<file path="src/rtl/cmn_plru_entry_alloc.sv">
// Single-client entry allocator: lowest free entry first, tree-PLRU victim when full.
// Tracks occupancy and recency through the touch, free and flush interfaces.
module cmn_plru_entry_alloc #(
    parameter int WIDTH = 8,
    localparam int IDXW = $clog2(WIDTH)
) (
    input  logic              clk,
    input  logic              rst,
    input  logic              alloc_vld,
    output logic              alloc_rdy,
    output logic [IDXW-1:0]   alloc_idx,
    output logic [WIDTH-1:0]  alloc_oh,
    output logic              alloc_evict,
    input  logic              touch_en,
    input  logic [WIDTH-1:0]  touch_oh,
    input  logic              free_en,
    input  logic [WIDTH-1:0]  free_oh,
    input  logic              flush,
    output logic [WIDTH-1:0]  valid_vec,
    output logic [IDXW:0]     valid_cnt,
    output logic              full,
    output logic              empty,
    output logic [WIDTH-2:0]  plru_node
);

    // Mark entry e as MRU: every ancestor points away from e's subtree.
    function automatic logic [WIDTH-2:0] plru_use(input logic [WIDTH-2:0] nodes,
                                                  input logic [IDXW-1:0]  e);
        logic [WIDTH-2:0] r;
        int n;
        int p;
        r = nodes;
        n = int'(e) + WIDTH - 1;
        for (int l = 0; l < IDXW; l++) begin
            p = (n - 1) / 2;
            for (int k = 0; k < WIDTH - 1; k++) begin
                if (k == p) begin
                    r[k] = n[0];
                end
            end
            n = p;
        end
        return r;
    endfunction

    function automatic logic [IDXW-1:0] plru_victim(input logic [WIDTH-2:0] nodes);
        int   n;
        logic b;
        n = 0;
        for (int l = 0; l < IDXW; l++) begin
            b = 1'b0;
            for (int k = 0; k < WIDTH - 1; k++) begin
                if (k == n) begin
                    b = nodes[k];
                end
            end
            n = 2 * n + (b ? 2 : 1);
        end
        return IDXW'(n - (WIDTH - 1));
    endfunction

    function automatic logic [IDXW-1:0] lowest_zero(input logic [WIDTH-1:0] v);
        logic [IDXW-1:0] idx;
        idx = {IDXW{1'b0}};
        for (int k = WIDTH - 1; k >= 0; k--) begin
            if (!v[k]) begin
                idx = k[IDXW-1:0];
            end
        end
        return idx;
    endfunction

    function automatic logic [IDXW-1:0] encode(input logic [WIDTH-1:0] v);
        logic [IDXW-1:0] idx;
        idx = {IDXW{1'b0}};
        for (int k = 0; k < WIDTH; k++) begin
            if (v[k]) begin
                idx = k[IDXW-1:0];
            end
        end
        return idx;
    endfunction

    function automatic logic [IDXW:0] popcount(input logic [WIDTH-1:0] v);
        logic [IDXW:0] c;
        c = {(IDXW+1){1'b0}};
        for (int k = 0; k < WIDTH; k++) begin
            c = c + {{IDXW{1'b0}}, v[k]};
        end
        return c;
    endfunction

    logic [WIDTH-1:0] valid_q, valid_d;
    logic [WIDTH-2:0] node_q, node_d;
    logic [IDXW:0]    cnt_q, cnt_d;
    logic             full_q, full_d;
    logic             empty_q, empty_d;

    logic             fire_s;
    logic [IDXW-1:0]  idx_s;
    logic [WIDTH-1:0] oh_s;
    logic [WIDTH-1:0] touch_m_s;
    logic [WIDTH-1:0] free_m_s;
    logic [WIDTH-2:0] node_t_s;

    // Grant selection, touch-then-alloc PLRU update and occupancy next state.
    always_comb begin
        fire_s    = alloc_vld & ~flush;
        idx_s     = full_q ? plru_victim(node_q) : lowest_zero(valid_q);
        oh_s      = fire_s ? ({{(WIDTH-1){1'b0}}, 1'b1} << idx_s) : {WIDTH{1'b0}};
        touch_m_s = touch_en ? (touch_oh & valid_q) : {WIDTH{1'b0}};
        if (|touch_m_s) begin
            node_t_s = plru_use(node_q, encode(touch_m_s));
        end else begin
            node_t_s = node_q;
        end
        // Alloc wins over a same-cycle free of the granted entry.
        free_m_s = free_en ? (free_oh & valid_q & ~oh_s) : {WIDTH{1'b0}};
        if (flush) begin
            valid_d = {WIDTH{1'b0}};
            node_d  = {(WIDTH-1){1'b0}};
            cnt_d   = {(IDXW+1){1'b0}};
        end else begin
            valid_d = (valid_q & ~free_m_s) | oh_s;
            node_d  = fire_s ? plru_use(node_t_s, idx_s) : node_t_s;
            cnt_d   = cnt_q + {{IDXW{1'b0}}, (fire_s & ~full_q)} - popcount(free_m_s);
        end
        full_d  = (cnt_d == (IDXW+1)'(WIDTH));
        empty_d = (cnt_d == {(IDXW+1){1'b0}});
    end

    // State registers with synchronous reset.
    always_ff @(posedge clk) begin
        if (rst) begin
            valid_q <= {WIDTH{1'b0}};
            node_q  <= {(WIDTH-1){1'b0}};
            cnt_q   <= {(IDXW+1){1'b0}};
            full_q  <= 1'b0;
            empty_q <= 1'b1;
        end else begin
            valid_q <= valid_d;
            node_q  <= node_d;
            cnt_q   <= cnt_d;
            full_q  <= full_d;
            empty_q <= empty_d;
        end
    end

    assign alloc_rdy   = ~flush;
    assign alloc_idx   = idx_s;
    assign alloc_oh    = oh_s;
    assign alloc_evict = full_q;
    assign valid_vec   = valid_q;
    assign valid_cnt   = cnt_q;
    assign full        = full_q;
    assign empty       = empty_q;
    assign plru_node   = node_q;

endmodule

</file>
<file path="config.mk">
export PLATFORM = sky130hd
export DESIGN_NAME = cmn_plru_entry_alloc
export DESIGN_NICKNAME = d
export VERILOG_FILES = /design/src/rtl/cmn_plru_entry_alloc.sv
export SDC_FILE = /design/constraint.sdc
export NUM_CORES = 1
export LEC_CHECK = 0
export ABC_AREA = 0
export CAP_MARGIN = 20
export CORE_UTILIZATION = 65
export DETAILED_ROUTE_END_ITERATION = 8
export GPL_ROUTABILITY_DRIVEN = 0
export GPL_TIMING_DRIVEN = 0
export PLACE_DENSITY = 0.88
export SYNTH_ARGS = -nofsm -noshare
export SYNTH_HDL_FRONTEND = slang
export SYNTH_SLANG_ARGS = --single-unit
</file>
<file path="constraint.sdc">
create_clock -name clk -period 15.7 [get_ports clk]
set_input_delay 1.57 -clock clk [delete_from_list [all_inputs] [get_ports clk]]
set_output_delay 1.57 -clock clk [all_outputs]
set_load 0.01 [all_outputs]
</file>
==> metrics <==
Slew @ Worst Pin=0.955 ns; CP endpoint kind=flop; max-cap violation count=0; Syn Inst Count=1,044; average vias per placed instance=6.92; CP Data Arrival Time=12.37 ns; Area growth syn-to-layout=11.7%; Post-Route WL=22,700 um; Peak Freq=81.8 MHz; setup bufs post-CTS=0; diode count=0; reg2reg start=valid_vec[2]$_SDFF_PP0_; RSZ-0062 raised after global routing=false; Hold Path Sink=valid_vec[2]$_SDFF_PP0_; R2R Path End=plru_node[1]$_SDFF_PP0_; Hold Crit Depth=2; Die W=107 um; pwr/cell area=24.4 nW/um^2; Core Util, Final=76.0%; gr ovfl total=0; CORE AREA=10,500 um^2; via count=8,707; Worst VDD drop=41.1 uV; vias in the first global route=7,780; worst hold path class=flop to flop; setup slack, reg-to-reg=4.76 ns; synth top area cells=ha_1, nand2_1, dfxtp_1; P_leak=3.02 nW; hold_sp=valid_vec[2]$_SDFF_PP0_; Worst Path Max Fanout=10; most frequent cells after synthesis=nand2_1, nor2_1, nand3_1; worst path buffer plus inverter count=4; cell count after placement=1,252; layout cells sized above 1=7.22%; DR iter-0 viols=988; wire length per cell=18.0 um; leading area contributor after synthesis=ha_1; CTS Root Cell=clkbuf_8; min Tclk post-route=12.23 ns; worst skew pair latency=0.26 ns; Clock Path Buffers=2; non-filler cells, final=1,258; most frequent CP cell=ha_1; Clock transition at path regs=0.08 ns; Hold Fails Final Rpt=0; # IOs=56; #FFs+latches synth=21; Synth async-reset ratio=0%; Total Neg Setup Slack=0 ns; H-tree levels=1; Ys Warns=0; nets@finish=1,206; Cell Rows=37; area of the die=11,400 um^2; cts bufs inserted=3; Slew HR=34.7%; slack of the critical path=3.47 ns; top-count cell post-synth=nand2_1; CP delay by family, top=simple AND/OR/NAND/NOR gates; DRT antenna net count=0; Die Ht=107 um; status=complete, no violations; hold buffers post-CTS=0; Synth cell types=101; Setup Crit Path Kind=input port to flop; worst path required time=15.84 ns; post-DP HPWL=18,000 um; CTS tree=yes; number of port buffers=54; DRT Pass-1 Iters=8; Post-synth EDFFs=0; largest net degree at the start of global routing=14; # resized after CTS=0; Avg Inst Size Synth=6.85 um^2; ys flop type=dfxtp_1; clk sink count=21; gr usage total=39.8%; Cell Area, Synth=7150 um^2; # DRC=0; Initial Utilization=68.1%; Synth top area share=9.62%; Filler cells=891; Setup WS pre-CTS=3.38 ns; Max Slew Vio Count=0; CP startpoint kind=input port; Setup-failing EPs final=0; Final period util=77.9%; Reg2Reg Depth=41; first-pass GRT wire length=37,200 um; CP max stage cell=a221oi_4; initial antenna violation count=0; post-synthesis sequential area ratio=5.88%; worst clock skew=0.00846 ns; maximum single-stage delay on the critical path=0.54 ns
## metal layers
layer	GRT usage, %	wire [um]
met2	69.1	10800
met4	16.8	1140
met3	7.11	1810
met5	0	0
met1	48.0	8910
## logic make-up (layout without fill, tap and decap cells)
logic type                 Yosys count  in the layout  synth area share, %
and+or+nand+nor                    514            514                 37.7
AOI/OAI and AO/OA                  267            267                 27.7
buffers and inverters               89            149                 5.19
xor gates and xnor gates            66             66                 8.48
adders and majority gates           61             61                 11.3
muxes                               24             24                 3.62
DFF                                 21             21                 5.88
other                                2             20                0.105
## per-stage QoR
stage	hold slack, ns	area, um^2	power, mW
detailed placement	0.543	7930	0.155
global route	0.594	7990	0.206
CTS	0.553	7980	0.190
floorplan	0.524	7220	0.128
finish	0.552	7990	0.195
global placement	0.526	7930	0.153
## cell usage in the layout (no fill, tap or decap), types with 13 or more instances in the layout
| master | synthesis | final |
|---|---|---|
| or2_2 | 13 | 13 |
| a31oi_1 | 16 | 16 |
| nor3_1 | 43 | 43 |
| clkdlybuf4s50_1 | 0 | 54 |
| o21ai_0 | 40 | 40 |
| and2_1 | 13 | 13 |
| conb_1 | 2 | 20 |
| nand3_1 | 57 | 57 |
| ha_1 | 55 | 55 |
| nand4_1 | 40 | 40 |
| mux2i_1 | 15 | 15 |
| xnor2_1 | 45 | 45 |
| inv_1 | 47 | 47 |
| dfxtp_1 | 21 | 21 |
| clkbuf_1 | 28 | 29 |
| nor2_1 | 89 | 89 |
| nand2_1 | 136 | 136 |
| xor2_1 | 18 | 18 |
| and3_1 | 19 | 19 |
| a21oi_1 | 50 | 50 |
| a211oi_1 | 15 | 15 |
| o211ai_1 | 16 | 16 |
| nor4_1 | 18 | 18 |
## area by class of cell
class,instances,area (um^2),share of cell area [%]
Multi-Input combinational cell,952,6430,80.5
Sequential cell,21,420,5.26
Clock buffer,4,45.0,0.564
Buffer,41,191,2.40
Timing Repair Buffer,56,553,6.92
Tap cell,136,170,2.13
Inverter,48,180,2.25
## flip-flops by register name, summed over array words and instances (netlist names), named ones only
name         flops
alloc_evict      1
empty            1
plru_node        6
valid_cnt        4
valid_vec        8
## power by group
group / internal (mW) / switching [mW] / total, mW
registers: 0.0542 / 0.00132 / 0.0555
clock network: 0.0181 / 0.0181 / 0.0362
logic: 0.0376 / 0.0653 / 0.103
## worst reg2reg max path: cells and delay by family (launching register included)
kind | cells | cell delay [ns]
AND/OR/NAND/NOR | 17 | 3.93
AO/OA/AOI/OAI | 11 | 3.06
buffers and inverters | 3 | 0.94
adder cells (fa/ha/maj) | 6 | 1.34
flip-flops | 1 | 0.43
XOR/XNOR | 1 | 0.16
multiplexers | 3 | 1.00
## worst max path at each step
| stage | start | endpoint | slack, ns | depth (start not counted) |
|---|---|---|---|---|
| CTS | touch_oh[2] | plru_node[6]$_SDFF_PP0_ | 3.62 | 42 |
| floorplan | touch_oh[2] | plru_node[4]$_SDFF_PP0_ | 5.63 | 41 |
| detailed placement | touch_oh[2] | plru_node[6]$_SDFF_PP0_ | 3.38 | 42 |
| global placement | touch_oh[2] | plru_node[6]$_SDFF_PP0_ | 3.50 | 42 |
| finish | touch_oh[2] | plru_node[1]$_SDFF_PP0_ | 3.47 | 42 |
| global route | touch_oh[2] | plru_node[6]$_SDFF_PP0_ | 2.52 | 43 |
Power figures use the tool's default switching activity.
